### config.mk
export PLATFORM = sky130hd
export DESIGN_NAME = wb_fifo_device
export DESIGN_NICKNAME = d
export VERILOG_FILES = /design/src/rtl/wb_fifo_device.sv
export SDC_FILE = /design/constraint.sdc
export NUM_CORES = 1
export LEC_CHECK = 0
export CAP_MARGIN = 20
export CORE_ASPECT_RATIO = 0.7
export CORE_MARGIN = 2
export CORE_UTILIZATION = 50
export DETAILED_ROUTE_END_ITERATION = 8
export MAX_ROUTING_LAYER = met4
export PLACE_DENSITY = 0.77
export SYNTH_ARGS = -nofsm -noshare
export SYNTH_HDL_FRONTEND = slang
export SYNTH_SLANG_ARGS = --single-unit
### constraint.sdc
create_clock -name clk_i -period 2.61 [get_ports clk_i]
set_input_delay 0.522 -clock clk_i [delete_from_list [all_inputs] [get_ports clk_i]]
set_output_delay 0.522 -clock clk_i [all_outputs]
set_load 0.02 [all_outputs]
### src/rtl/wb_fifo_device.sv
// ============================================================================
// Module      : wb_fifo_device
// Description : Wishbone B4 pipelined device; writes push into a FIFO that
//               drains on a ready/valid stream, reads return the fill level.
//               Optional macro WB_DEV_ERR_ON_FULL_EN: a write to a full FIFO
//               terminates with err_o instead of rty_o.
// Revision    : 1.0 - initial release
// ============================================================================
`default_nettype none

module wb_fifo_device #(
    parameter int DAT_WIDTH = 8,
    parameter int DEPTH     = 4
) (
    input  logic                 clk_i,
    input  logic                 rst_i,
    input  logic                 cyc_i,
    input  logic                 stb_i,
    input  logic                 we_i,
    input  logic [DAT_WIDTH-1:0] dat_i,
    output logic [DAT_WIDTH-1:0] dat_o,
    output logic                 ack_o,
    output logic                 err_o,
    output logic                 rty_o,
    output logic                 stall_o,
    output logic                 m_valid,
    input  logic                 m_ready,
    output logic [DAT_WIDTH-1:0] m_data
);

    localparam int c_PTR_W = $clog2(DEPTH);
    localparam int c_LVL_W = c_PTR_W + 1;

    logic [DAT_WIDTH-1:0] r_mem_q [0:DEPTH-1];

    logic [c_PTR_W-1:0]   r_wr_ptr_q, w_wr_ptr_d;
    logic [c_PTR_W-1:0]   r_rd_ptr_q, w_rd_ptr_d;
    logic [c_LVL_W-1:0]   r_level_q,  w_level_d;
    logic                 r_stall_q,  w_stall_d;
    logic                 r_ack_q,    w_ack_d;
    logic                 r_err_q,    w_err_d;
    logic                 r_rty_q,    w_rty_d;
    logic [DAT_WIDTH-1:0] r_dat_q,    w_dat_d;

    logic w_accept;
    logic w_full;
    logic w_push;
    logic w_pop;
    logic w_full_resp;

    always_comb begin
        w_accept    = cyc_i & stb_i & ~r_stall_q;
        // Full is judged on the registered level: a same-cycle pop cannot rescue a write
        w_full      = (r_level_q == c_LVL_W'(DEPTH));
        w_push      = w_accept & we_i & ~w_full;
        w_pop       = (r_level_q != '0) & m_ready;
        w_full_resp = w_accept & we_i & w_full;

        w_wr_ptr_d  = r_wr_ptr_q;
        w_rd_ptr_d  = r_rd_ptr_q;
        w_level_d   = r_level_q;
        w_stall_d   = 1'b0;
        w_dat_d     = r_dat_q;

        if (w_push) begin
            w_wr_ptr_d = r_wr_ptr_q + c_PTR_W'(1);
        end
        if (w_pop) begin
            w_rd_ptr_d = r_rd_ptr_q + c_PTR_W'(1);
        end

        case ({w_push, w_pop})
            2'b10:   w_level_d = r_level_q + c_LVL_W'(1);
            2'b01:   w_level_d = r_level_q - c_LVL_W'(1);
            default: w_level_d = r_level_q;
        endcase

        w_ack_d = w_accept & (~we_i | ~w_full);
`ifdef WB_DEV_ERR_ON_FULL_EN
        w_err_d = w_full_resp;
        w_rty_d = 1'b0;
`else
        w_err_d = 1'b0;
        w_rty_d = w_full_resp;
`endif

        if (w_accept & ~we_i) begin
            w_dat_d = DAT_WIDTH'(r_level_q);
        end
    end

    always_ff @(posedge clk_i) begin
        if (!rst_i) begin
            r_wr_ptr_q <= '0;
            r_rd_ptr_q <= '0;
            r_level_q  <= '0;
            r_stall_q  <= 1'b1;
            r_ack_q    <= 1'b0;
            r_err_q    <= 1'b0;
            r_rty_q    <= 1'b0;
            r_dat_q    <= '0;
        end else begin
            r_wr_ptr_q <= w_wr_ptr_d;
            r_rd_ptr_q <= w_rd_ptr_d;
            r_level_q  <= w_level_d;
            r_stall_q  <= w_stall_d;
            r_ack_q    <= w_ack_d;
            r_err_q    <= w_err_d;
            r_rty_q    <= w_rty_d;
            r_dat_q    <= w_dat_d;
        end
    end

    // Storage needs no reset; validity is tracked by the level and pointers
    always_ff @(posedge clk_i) begin
        if (w_push) begin
            r_mem_q[r_wr_ptr_q] <= dat_i;
        end
    end

    // A master that drops cyc_i in the response cycle has aborted; mask the termination
    assign ack_o   = r_ack_q & cyc_i;
    assign err_o   = r_err_q & cyc_i;
    assign rty_o   = r_rty_q & cyc_i;
    assign stall_o = r_stall_q;
    assign dat_o   = r_dat_q;
    assign m_valid = (r_level_q != '0);
    assign m_data  = r_mem_q[r_rd_ptr_q];

endmodule

`default_nettype wire

## Word level (Yosys, flattened, before mapping)

Memory sizes are Yosys's and may differ from the RTL's. A register that Yosys moved wholly into a read port is not among the register bits.
Index checks and enable logic that the tools add are counted.

| cells by class | value |
|---|---|
| bitwise gates (word level) | 14 |
| multiplexer cells | 6 |
| reductions and logical operators | 2 |
| equal/unequal tests | 3 |
| add/subtract/negate cells | 4 |

Operator list:

| cell | number |
|---|---|
| bitwise AND 1 bit | 10 |
| one-hot mux 3 bit (2 select lines) | 1 |
| adder 2 x 1 -> 2 bit, second input constant | 2 |
| 2-to-1 mux 2 bit | 2 |
| adder 3 x 1 -> 3 bit, second input constant | 1 |
| equality test 3 bit, second input constant | 1 |
| 2-to-1 mux 1 bit | 3 |
| inverter 1 bit | 3 |
| nonzero test 3 bit | 1 |
| subtractor 3 x 1 -> 3 bit, second input constant | 1 |
| equality test 2 x 1 -> 1 bit, second input constant | 1 |
| equality test 2 bit, second input constant | 1 |
| nonzero test 2 bit | 1 |
| OR 1 bit | 1 |

| word-level totals | value |
|---|---|
| memory bits (writable) | 32 |
| memories kept | 1 |
| output and inout port bits | 21 |
| input port bits | 14 |
| flip-flop bits (word level) | 13 |

Memories:

| name | depth | bits a word | rd ports | clocked after memory_dff | wr ports | RTL line | text |
|---|---|---|---|---|---|---|---|
| r_mem_q | 4 | 8 | 1 | 1 | 1 | 34 | `logic [DAT_WIDTH-1:0] r_mem_q [0:DEPTH-1];` |

## Logic depth before layout (Yosys ltp)

Gate-level depths: netlist of the first run.

| depth | value |
|---|---|
| depth in word-level cells | 6 |
| gate-level depth with buffers | 9 |

## Worst setup path before layout of the first run

OpenSTA, ideal clock, no wires.

| path | value |
|---|---|
| path type | input to register |
| from | in stb_i |
| to | reg r_level_q[2] |
| library setup time | 0.070 ns |
| slack | 0.392 ns |
| arrival | 2.148 ns |
| cell stages on the path | 9 |
| required time | 2.540 ns |
| cells stage by stage | and3b_1 -> o311a_4 -> inv_1 -> ha_1 -> inv_1 -> fa_1 -> xor2_1 -> or3_2 -> a21oi_1 |

| between the ends | value |
|---|---|
| longest elaborated chain between the ends | 6 |
| elaborated cells between the ends (all ways) | 8 |
| classes of those cells | eq/ne (2); mux (1); bitwise (4); reduce/logical (1) |

Ends and longest elaborated chain:

| what | RTL line | text |
|---|---|---|
| from (decl) | 18 | `input logic stb_i,` |
| bitwise AND 1 bit * (2 in a row) | 52 | `w_accept = cyc_i & stb_i & ~r_stall_q;` |
| bitwise AND 1 bit * (2 in a row) | 55 | `w_push = w_accept & we_i & ~w_full;` |
| equality test 2 x 1 -> 1 bit / equality test 2 bit (equally long branches) | 72 | `case ({w_push, w_pop})` |
| one-hot mux 3 bit (2 select lines) / nonzero test 2 bit (equally long branches) | -- |  |
| to (signal assigned) | 105 | `r_level_q <= w_level_d;` |
| to (decl) | 38 | `logic [c_LVL_W-1:0] r_level_q, w_level_d;` |

Every way passes the cells marked *; elsewhere a longest branch is shown, timed or not.
A chain may end at the register's enable or synchronous reset.

## Final worst setup path of the first run

Same ends and word-level chain as after synthesis.

==> run summary, run 1 <==
Initial Util -> 53.1%
Post-Syn Instances -> 124
CP cell instances -> clkdlybuf4s50_1 > and3b_1 > o311a_4 > inv_1 > ha_1 > inv_1 > fa_1 > xor2_1 > or3_2 > a21oi_1
Clock root cell -> clkbuf_8
CTS max path bufs -> 2
Setup Fix Bufs, Post-CTS -> 0
Cts repair resizes -> 0
Via Count -> 1052
Final Slew Violations -> 0
Pleak -> 0.000793 uW
Minimum clock period -> 2.49 ns
Final-report setup violation count -> 0
MaxCap Viol Count -> 0
RePlAce Congestion -> 0.785
Cell area power density -> 642 nW/um2
Initial drt markers -> 86
Hold_buf cts -> 0
CTS tree -> done
Area growth syn-to-layout -> 22.8%
First-pass GRT wire length -> 5220 um
Ports -> 35
Number of enable flip-flop cells after synthesis -> 32
Synth Cell Area -> 1900 um2
Die Footprint -> 4320 um2
Die Ht -> 55.6 um
Type of origin of the critical path -> primary input
Design area -> 2330 um2
Primary FF master, synth -> edfxtp_1
Fillers -> 257
Asr flop ratio synth -> 0%
Share of layout cells above drive strength 1 -> 17.0%
Most common cell on crit path -> inv_1
Final period utilization -> 95.4%
Worst reg2reg path startpoint -> r_level_q[2]
First-pass DRT Iterations -> 4
CP max stage cell -> clkdlybuf4s50_1
Hold EP -> dat_o[0]
Hold crit path type -> reg -> reg
Clk pin slew, worst setup/hold paths -> 0.08 ns
Status -> completed
Reg2Reg Setup Slack -> 0.21 ns
Reg2reg path depth -> 9
DR vias/cell -> 5.03
Register area share after synthesis -> 66.4%
Site Rows -> 18
Synth area leader -> edfxtp_1
DRT antenna net count -> 0
Worst skew pair latency -> 0.29 ns
Total GRT Usage -> 17.3%
WS Path Type -> in -> reg
Most frequent cell after synthesis -> edfxtp_1
Routed WL -> 3200 um
PortBufs -> 28
Worst hold start -> dat_o[0]
Grt ovf -> 0
Placed cell areas -> 2230 um2
Unrepaired setup endpoints after global routing -> no
R2r endpoint -> r_level_q[2]
Crit-path max cell delay -> 0.41 ns
Initial antenna violation count -> 0
# diodes -> 0
Synth top cells by count -> edfxtp_1 (32), dfxtp_1 (15), mux4_2 (8), nand2_1 (8)
Maximum VDD drop -> 0.337 mV
Worst Skew -> 0.00737 ns
HPWL Detailed -> 2290 um
Worst setup EP type -> flop
Total core area -> 3580 um2
Die W -> 77.7 um
Synth cell types -> 30
CTS H-tree lvls -> 2
CP delay by family, top -> simple AND/OR/NAND/NOR gates
Final net count -> 178
Wire per inst -> 15.3 um
Critical path data required time -> 2.83 ns
Clock buffer count from CTS -> 5
Area contributors post-synth -> edfxtp_1 (51%), dfxtp_1 (16%), mux4_2 (9.5%), ha_1 (3.3%), buf_4 (2.4%)
Post-synthesis register bit count -> 47
# DRC -> 0
Total Power -> 1500 uW
Hold path depth -> 2
CP max FO -> 2
Largest net degree at the start of global routing -> 15
Sink Count -> 47
Worst Path Buf+Inv -> 3
Synthesis Warnings -> 0
CP arrival -> 2.71 ns
Fmax -> 402 MHz
Number of global-route vias before repair -> 1039
Mean Syn Cell Area -> 15.3 um2
Hold Vio Cnt, Final -> 0
Top cell type's share of synthesized area -> 50.6%
metrics by stage:
step           cells  utilization, %  hold slack [ns]  TNS (ns)  setup WS (ns)
3_3_place_gp     201            62.2            0.457   -0.0316        -0.0316
5_1_grt          209            65.2            0.495         0         0.0381
6_report         209            65.2            0.466         0          0.121
3_5_place_dp     201            62.2            0.457    -0.177         -0.177
2_1_floorplan    129               -            0.468         0          0.392
4_1_cts          209            65.2            0.470         0          0.151
layer usage:
layer | vias to the layer above | share of wire [%] | GRT usage [%]
met4 | 0 | 1.4 | 6.12
met1 | 516 | 42 | 20.0
met3 | 4 | 5.4 | 6.49
li1 | 503 | - | -
met2 | 29 | 51 | 27.8
met5 | - | 0 | -
flip-flops by register name (all words and copies together), names as in the netlist, named ones only:
name / cells
r_mem_q: 32
dat_o: 3
r_level_q: 3
r_rd_ptr_q: 2
r_wr_ptr_q: 2
r_ack_q: 1
r_rty_q: 1
stall_o: 1
where the power goes:
part | total [uW] | switching (uW) | internal [uW]
Clock | 512 | 232 | 280
Combinational | 169 | 83.6 | 84.9
Sequential | 819 | 12.5 | 807
Total | 1500 | 328 | 1170
tightest hold or removal path, stage by stage (launching register included):
cell	delay (ns)
dfxtp_1	0.32
nand2_1	0.05
o21ai_0	0.06
layout make-up:
class	instances	area, um2	area share, %
tap	50	62.6	2.68
clock inverter	3	38.8	1.66
inverter	8	30.0	1.29
sequential	47	1260	54.0
timing repair buffer	31	303	13.0
clock buffer	5	68.8	2.95
multi-input combinational	65	571	24.4
kinds of logic (layout without fill, tap and decap cells):
kind of cell,after synthesis,in the layout,synth area share [%]
DFF,47,47,66.4
and+or+nand+nor,30,30,8.43
muxes,10,10,10.5
other,1,6,0.197
AOI/OAI and AO/OA,9,9,3.69
xor gates and xnor gates,4,4,1.84
adders and majority gates,6,6,4.35
buffers and inverters,17,47,4.61
how the worst max path moves through the flow:
stage | endpoint | cells after the start | slack [ns] | from
floorplan | r_level_q[2] | 9 | 0.39 | stb_i
detailed placement | r_level_q[2] | 10 | -0.18 | stb_i
CTS | r_level_q[2] | 10 | 0.15 | stb_i
global placement | r_level_q[2] | 10 | -0.03 | stb_i
finish | r_level_q[2] | 10 | 0.12 | stb_i
global route | r_level_q[2] | 10 | 0.04 | stb_i
placed cells by master, fill, tap and decap left out, drive strengths merged, types with 2 or more instances in the layout:
cell type      count
clkinv             2
and2               6
mux2i              2
inv                8
nand3              4
ha                 5
mux4               8
clkdlybuf4s50     28
buf                3
nand2              8
edfxtp            32
o21ai              4
dfxtp             15
conb               6
xor2               3
clkbuf             5
nor2               7
a21oi              2
(Power assumes the default switching activity.)
==> inputs of run 2 (changes only) <==
- SKIP_LAST_GASP: not set -> 1
==> results of run 2 <==
Same layout as run 1: the final DEF is identical, and so are final timing and power.
==> inputs of run 3 (changes only) <==
- GPL_TIMING_DRIVEN: not set -> 0
==> run summary, run 3 (same netlist as run 1, synthesis figures left out) <==
Top sig layer -> met4 (unchanged)
DR WL met3 -> 134 um (was 173 um)
DR vias/cell -> 4.91 (was 5.03)
CTS tree -> done (unchanged)
Ports -> 35 (unchanged)
Register Area -> 1260 um2 (unchanged)
Initial Util -> 53.1% (unchanged)
Total Power -> 1410 uW (was 1500 uW)
Minimum clock period -> 2.50 ns (was 2.49 ns)
Clk pin slew, worst setup/hold paths -> 0.08 ns (about the same)
Worst skew pair latency -> 0.30 ns (was 0.29 ns)
CTS max path bufs -> 2 (unchanged)
Worst setup EP type -> flop (unchanged)
Clock root cell -> clkbuf_8 (unchanged)
Met2 WL -> 1560 um (was 1650 um)
Final cell count without fillers -> 215 (was 209)
Largest register FFs -> 32 (unchanged)
Biggest register -> r_mem_q (unchanged)
Final Slew Violations -> 0 (unchanged)
Final net count -> 184 (was 178)
Total core area -> 3580 um2 (unchanged)
Hold crit path type -> reg -> reg (unchanged)
Maximum VDD drop -> 0.433 mV (was 0.337 mV)
Hold WS -> 0.477 ns (was 0.466 ns)
Final period utilization -> 95.9% (was 95.4%)
Hold Vio Cnt, Final -> 0 (unchanged)
Routed WL -> 3250 um (was 3200 um)
First-pass DRT Iterations -> 4 (unchanged)
HPWL Detailed -> 2360 um (was 2290 um)
Placed cell areas -> 2260 um2 (was 2230 um2)
Share of layout cells above drive strength 1 -> 20.0% (was 17.0%)
Commonest non-fill, non-tap cell in the layout -> edfxtp_1 (unchanged)
Most frequent cells in the layout -> edfxtp_1 (32), clkdlybuf4s50_1 (27), dfxtp_1 (15), mux4_2 (8), nand2_1 (8) (was edfxtp_1 (32), clkdlybuf4s50_1 (28), dfxtp_1 (15), mux4_2 (8), nand2_1 (8))
Die Footprint -> 4320 um2 (unchanged)
Fillers -> 257 (unchanged)
Total GRT Usage -> 17.3% (about the same)
Sink Count -> 47 (unchanged)
RePlAce Congestion -> 0.760 (was 0.785)
# DRC -> 0 (unchanged)
Cts repair resizes -> 0 (unchanged)
Die Ht -> 55.6 um (unchanged)
TNS Setup -> 0 ns (unchanged)
Clock buffer count from CTS -> 5 (unchanged)
Final-report setup violation count -> 0 (unchanged)
Grt ovf -> 0 (unchanged)
PortBufs -> 28 (unchanged)
Design area -> 2350 um2 (was 2330 um2)
MaxCap Viol Count -> 0 (unchanged)
WS Path Type -> in -> reg (unchanged)
Placed cells -> 207 (was 201)
DRT antenna net count -> 0 (unchanged)
Initial antenna violation count -> 0 (unchanged)
Fmax -> 400 MHz (was 402 MHz)
Die W -> 77.7 um (unchanged)
Met1 WL -> 1530 um (was 1340 um)
Pleak -> 0.000811 uW (was 0.000793 uW)
Worst Skew -> 0.0109 ns (was 0.00737 ns)
Largest net degree at the start of global routing -> 15 (unchanged)
CP max FO -> 7 (was 2)
Status -> completed (unchanged)
CTS H-tree lvls -> 2 (unchanged)
# diodes -> 0 (unchanged)
Area growth syn-to-layout -> 23.8% (was 22.8%)
Multi-input logic area -> 574 um2 (was 571 um2)
CP arrival -> 2.73 ns (was 2.71 ns)
Reg2Reg Setup Slack -> 0.18 ns (was 0.21 ns)
Initial drt markers -> 80 (was 86)
Unrepaired setup endpoints after global routing -> no (unchanged)
Type of origin of the critical path -> primary input (unchanged)
Site Rows -> 18 (unchanged)
Via Count -> 1056 (was 1052)
First-pass GRT wire length -> 5430 um (was 5220 um)
Wire per inst -> 15.1 um (was 15.3 um)
Number of global-route vias before repair -> 1109 (was 1039)
Setup Fix Bufs, Post-CTS -> 0 (unchanged)
Hold_buf cts -> 0 (unchanged)
Cell area power density -> 599 nW/um2 (was 642 nW/um2)
Critical path data required time -> 2.84 ns (was 2.83 ns)
[run 3: stage by stage]
step | setup WS [ns] | utilization [%]
after floorplan | 0.392 | -
after global placement | -0.142 | 63.2
after detailed placement | -0.235 | 63.2
after global routing | 0.0159 | 65.7
after CTS | 0.0735 | 65.5
final | 0.108 | 65.7
[run 3: path summary, 6_finish.rpt]
check                from      endpoint  cells after the start
min              dat_o[0]      dat_o[0]                      2
max reg2reg  r_level_q[2]  r_level_q[2]                      9
min reg2reg      dat_o[0]      dat_o[0]                      2
max                 stb_i  r_level_q[2]                     10
[run 3: where the power goes]
group          internal (uW)  total (uW)  switching, uW  leakage (uW)
Sequential               806         818           11.3      0.000410
Combinational           89.0         173           84.4      0.000360
Clock                    187         419            231     0.0000412
[run 3: per-layer routing]
layer  vias up  global-route usage (%)
met3         5                    4.55
met5         -                       -
met2        22                    26.5
met4         0                    6.12
li1        519                       -
met1       510                    22.7
[run 3: cell type report]
cell class              count  share of cell area, %
clock buffers               6                   3.08
multi-input cells          65                   24.4
clock inverters             2                  0.532
plain buffers               9                   2.45
inverters                   8                   1.28
flip-flops and latches     47                   53.6
well taps                  50                   2.66
repair buffers             28                   12.0
[run 3: critical path, stage by stage]
cell and delay, ns:
clkdlybuf4s50_1 0.41, and3b_2 0.23, o311a_4 0.15, inv_1 0.08
ha_2 0.18, inv_1 0.05, fa_1 0.38, xor2_1 0.16
or3_2 0.41, a21oi_1 0.16
==> RTL change 1: new RTL, settings of run 1 <==
Change the parameter `DEPTH` from 4 to 8.
--- a/src/rtl/wb_fifo_device.sv
+++ b/src/rtl/wb_fifo_device.sv
@@ -10,7 +10,7 @@
 
 module wb_fifo_device #(
     parameter int DAT_WIDTH = 8,
-    parameter int DEPTH     = 4
+    parameter int DEPTH     = 8
 ) (
     input  logic                 clk_i,
     input  logic                 rst_i,
Check against the original RTL: not equivalent (Yosys sat finds a counterexample within 10 cycles, from zero or initial values and one cycle with rst_i low).
==> RTL change 1 against run 1 <==
  * Clock power grew 57%
  * Cell area grew 74%
  * Power grew 92%
  * Count of clock-buffer cells in the layout grew 4
  * Die area grew 73%
  * Global-route usage shrank 0.40 points
  * Routed wire length grew 76%
  * Worst setup slack lost 0.016 ns
  * Synthesized area grew 78%
  * Sequential cell count grew 37
  * Clock skew shrank 0.00075 ns
  * Register-to-register slack lost 0.04 ns
  * Critical path type is now reg2out
  * Largest power group unchanged
  * Highest routed layer unchanged
==> RTL change 1: results (changes against run 1) <==
[routing]
vias=1760  ; +67%
wl_met3_um=381  ; +120%
drt-initial-drc-count=96  ; +12%
wl_met1_um=2550  ; +91%
routed_wl_um=5650  ; +76%
via_per_inst=5.04  ; +0.19%
route.met2.wl_um=2670  ; +62%

[logic_synthesis]
ys_seq_elements=84  ; +79%
synth_cell_type_count=36  ; +20%
synth_common_cells=edfxtp_1, dfxtp_1, mux4_2, nor2_1, mux2_2
ys_top_cells_by_area=edfxtp_1, dfxtp_1, mux4_2
synthCells=200  ; +61%
synth_edf_count=64  ; +100%
synth_seq_area_share_pct=68.5  ; +2.2 points

[hold_path]
hold_class=reg2reg
hp-start=dat_o[3]$_SDFFE_PN0P_
holdPathEnd=dat_o[3]$_SDFFE_PN0P_

[clocking]
cts_made_buffers=9  ; +4
clk_latency_ns=0.34  ; +0.05 ns
cts_max_level=3  ; +1

[grt]
grt_pass1_vias=1654  ; +59%
grt_max_degree=17  ; +2
track_usage_pct=16.9  ; -0.40 points
grt_first_pass_wirelength_um=8590  ; +65%

[placement]
routabilityCongestion=0.770  ; -1.8%
hpwl_um=3580  ; +57%
portBuffers=29  ; +3.6%
dp_cells=332  ; +65%

[final_layout]
finalNetCount=269  ; +51%
fill_cells=487  ; +89%
drive_above_1_share_pct=25.9  ; +8.9 points
largest_reg_flops=64  ; +100%
max_flop_register=r_mem_q

[sta]
clock_skew_ns=0.00662  ; -0.000751 ns
worst-slew-pin-transition_ns=0.522

[worst_setup_path]
crit_arrival_ns=1.98  ; -0.73 ns
rrSetupSlack_ns=0.17  ; -0.04 ns
r2r_start=r_level_q[3]$_SDFFE_PN0P_
worstRegToRegCells=10  ; +1
critPathMaxFanout=8  ; +6

[status]
status=completed

[pwr]
vdd_drop_max_v=0.000223  ; -34%
power_leakage_nw=1.38  ; +74%

-- RTL change 1: changes by cell type after synthesis, sizes merged, moves of 4 or more --
cell    before  now
mux2i        2    6
dfxtp       15   20
mux4         8   16
nor2b        1    5
nor3         0    5
inv          8    2
and2         6    2
nor2         7   15
edfxtp      32   64
mux2         0    8
-- RTL change 1: kinds of logic after synthesis --
family	synth area share, %
compound gates	1.44
xor+xnor	1.81
fa+ha+maj	1.85
buf+inv	3.29
flops	68.5
mux	15.1
other cells	0.111
simple gates	7.90
-- RTL change 1: stage by stage --
stage | hold slack (ns) | worst slack [ns] | instance area, um^2
6_report | 0.506 | 0.105 | 4060
2_1_floorplan | 0.454 | 0.212 | 3400
3_5_place_dp | 0.484 | -0.178 | 3870
5_1_grt | 0.550 | 0.0220 | 4060
3_3_place_gp | 0.468 | -0.148 | 3870
4_1_cts | 0.509 | 0.0355 | 4040
-- RTL change 1: repair_timing --
| action | in CTS | in global routing |
|---|---|---|
| gates cloned | 0 | 1 |
| hold buffers | 0 | 0 |
| endpoints found under the setup margin | 8 | 3 |
| gates resized for setup | 8 | 1 |
-- RTL change 1: worst max-delay path by stage --
stage | startpoint | end | slack, ns | depth (start not counted)
global route | flip-flop | m_data[7] | 0.02 | 4
finish | flip-flop | m_data[7] | 0.11 | 4
CTS | flip-flop | m_data[7] | 0.04 | 4
floorplan | r_level_q[1]$_SDFFE_PN0P_ | r_level_q[2]$_SDFFE_PN0P_ | 0.21 | 11
global placement | cyc_i | r_level_q[2]$_SDFFE_PN0P_ | -0.15 | 11
detailed placement | cyc_i | r_level_q[2]$_SDFFE_PN0P_ | -0.18 | 11
-- RTL change 1: power breakdown --
| group | switching, W | internal, W | leakage, nW | total (W) |
|---|---|---|---|---|
| combinational | 0.000262 | 0.000324 | 0.557 | 0.000586 |
| clock | 0.000454 | 0.000348 | 0.0837 | 0.000802 |
| sequential | 0.0000300 | 0.00146 | 0.738 | 0.00149 |
| total | 0.000746 | 0.00214 | 1.38 | 0.00288 |
-- RTL change 1: critical path: stages (launching register included) --
cell and delay [ns]:
dfxtp_2 0.38, buf_12 0.15, mux4_2 0.50, mux2_2 0.28, dlygate4sd2_1 0.32
-- RTL change 1: per-layer routing --
layer	GRT usage (%)	vias up
met4	4.89	0
met5	-	-
met2	24.6	53
met1	22.9	849
li1	-	854
met3	5.75	4
-- RTL change 1: area by class of cell --
type	count	area [um^2]	share of cell area [%]
Clock buffer	9	124	3.05
Clock inverter	7	50.0	1.23
Inverter	3	23.8	0.585
Multi-Input combinational cell	104	970	23.9
Sequential cell	84	2320	57.2
Tap cell	94	118	2.90
Timing Repair Buffer	48	453	11.2
==> RTL change 2: new RTL, flow settings as in run 1 <==
Without the edit above. Take the reset off `r_dat_q` and load it in a clocked block of its own.
--- a/src/rtl/wb_fifo_device.sv
+++ b/src/rtl/wb_fifo_device.sv
@@ -98,7 +98,6 @@
             r_ack_q    <= 1'b0;
             r_err_q    <= 1'b0;
             r_rty_q    <= 1'b0;
-            r_dat_q    <= '0;
         end else begin
             r_wr_ptr_q <= w_wr_ptr_d;
             r_rd_ptr_q <= w_rd_ptr_d;
@@ -107,8 +106,11 @@
             r_ack_q    <= w_ack_d;
             r_err_q    <= w_err_d;
             r_rty_q    <= w_rty_d;
-            r_dat_q    <= w_dat_d;
         end
+    end
+
+    always_ff @(posedge clk_i) begin
+        r_dat_q <= w_dat_d;
     end
 
     // Storage needs no reset; validity is tracked by the level and pointers
Function: differs if rst_i is asserted again (counterexample within 4 cycles, from zero or initial values and one cycle with rst_i low); with rst_i held inactive, the same outputs for 10 cycles.
==> RTL change 2 against run 1 <==
  * Sequential share of layout area increased by 1.6 points
  * Cell area shrank 0.48%
  * Synthesized area shrank 1.1%
  * Power down 0.29%
  * Routed wire length down 13%
  * Synthesized cell count fell by 8.1%
  * Clock power decreased by 2%
  * Worst setup slack better by 0.087 ns
  * Sequential cell count is the same
==> RTL change 2: results (changes against run 1) <==
[status]
status=completed

[grt]
grt_pass1_vias=960  ; -7.6%
grt_first_pass_wirelength_um=4620  ; -12%
track_usage_pct=15.1  ; -2.1 points

[final_layout]
antennaDiodeCount=0  ; unchanged
syn_to_final_growth_pct=23.6
drive_above_1_share_pct=17.2  ; +0.24 points
finalNetCount=170  ; -4.5%
fill_cells=268  ; +4.3%
largest_reg_flops=32  ; unchanged

[logic_synthesis]
synthFlopType=edfxtp_1
synth_cell_type_count=28  ; -6.7%
ys_top_cells_by_area=edfxtp_1, dfxtp_1, mux4_2
synthCells=114  ; -8.1%
synth_common_cells=edfxtp_1, dfxtp_1, mux4_2, inv_1, nor2_1
synth_seq_area_share_pct=68.7  ; +2.3 points
yosysWarnings=0  ; unchanged
synth_edf_count=35  ; +9.4%

[pwr]
power.switching_w=0.000308  ; -6.0%
vdd_drop_max_v=0.000421  ; +25%
power_frac_clock_pct=33.6  ; -0.6 points
power_leakage_nw=0.791  ; -0.27%

[placement]
dp_cells=193  ; -4.0%
dp_slack_ns=-0.0934  ; +0.0835 ns
hpwl_um=2010  ; -12%
post_dp_cell_area_um2=2220  ; -0.45%
routabilityCongestion=0.737  ; -6.1%

[routing]
vias=982  ; -6.7%
route.met2.wl_um=1300  ; -21%
via_per_inst=4.89  ; -2.9%
wire_per_inst_um=13.9  ; -9.6%
wl_met3_um=181  ; +4.6%
wl_met1_um=1290  ; -4.0%
drt-initial-drc-count=66  ; -23%

[worst_setup_path]
critPathMaxFanout=8  ; +6
cp_top_family=buffers and inverters
crit_arrival_ns=1.88  ; -0.83 ns
slowest_delay_ns=0.55  ; +0.14 ns

[clocking]
cts_made_buffers=5  ; unchanged

[sta]
clock_skew_ns=0.00564  ; -0.00173 ns

==> RTL change 2: cells by family (layout without fill, tap and decap cells) <==
logic type	Yosys count	in the layout	synth area share, %
flip-flops	47	47	68.7
AND/OR/NAND/NOR	24	24	6.79
buffers and inverters	16	48	4.46
multiplexers	10	10	10.7
adder cells (fa/ha/maj)	6	6	4.39
AO/OA/AOI/OAI	6	6	2.93
XOR/XNOR	4	4	1.86
other	1	6	0.200
==> RTL change 2: layout make-up <==
class                      instances  area share (%)
inverter                           8            1.29
tap                               50            2.69
clock inverter                     1            1.29
multi-input combinational         56            22.5
clock buffer                       7            3.28
sequential                        47            55.6
timing repair buffer              32            13.4
==> RTL change 2: metal layers <==
metal	GRT usage, %	vias up
met2	22.4	29
met3	4.90	2
met1	18.6	479
met5	-	-
met4	8.42	0
li1	-	472
==> RTL change 2: worst register-to-register path, cell delays in order (launching register included) <==
cell     delay, ns
dfxtp_1       0.46
inv_2         0.07
o311a_4       0.35
inv_1         0.06
ha_1          0.17
inv_1         0.06
fa_1          0.37
xor2_1        0.16
or3_2         0.40
a21oi_1       0.15
==> RTL change 2: worst paths after layout <==
path / end / startpoint / cells past startpoint / slack (ns)
min: r_wr_ptr_q[1]$_SDFFE_PN0P_ / r_wr_ptr_q[1]$_SDFFE_PN0P_ / 2 / 0.51
max: m_data[6] / flip-flop / 3 / 0.21
min reg2reg: r_wr_ptr_q[1]$_SDFFE_PN0P_ / r_wr_ptr_q[1]$_SDFFE_PN0P_ / 2 / 0.51
max reg2reg: r_level_q[2]$_SDFFE_PN0P_ / r_level_q[2]$_SDFFE_PN0P_ / 9 / 0.29
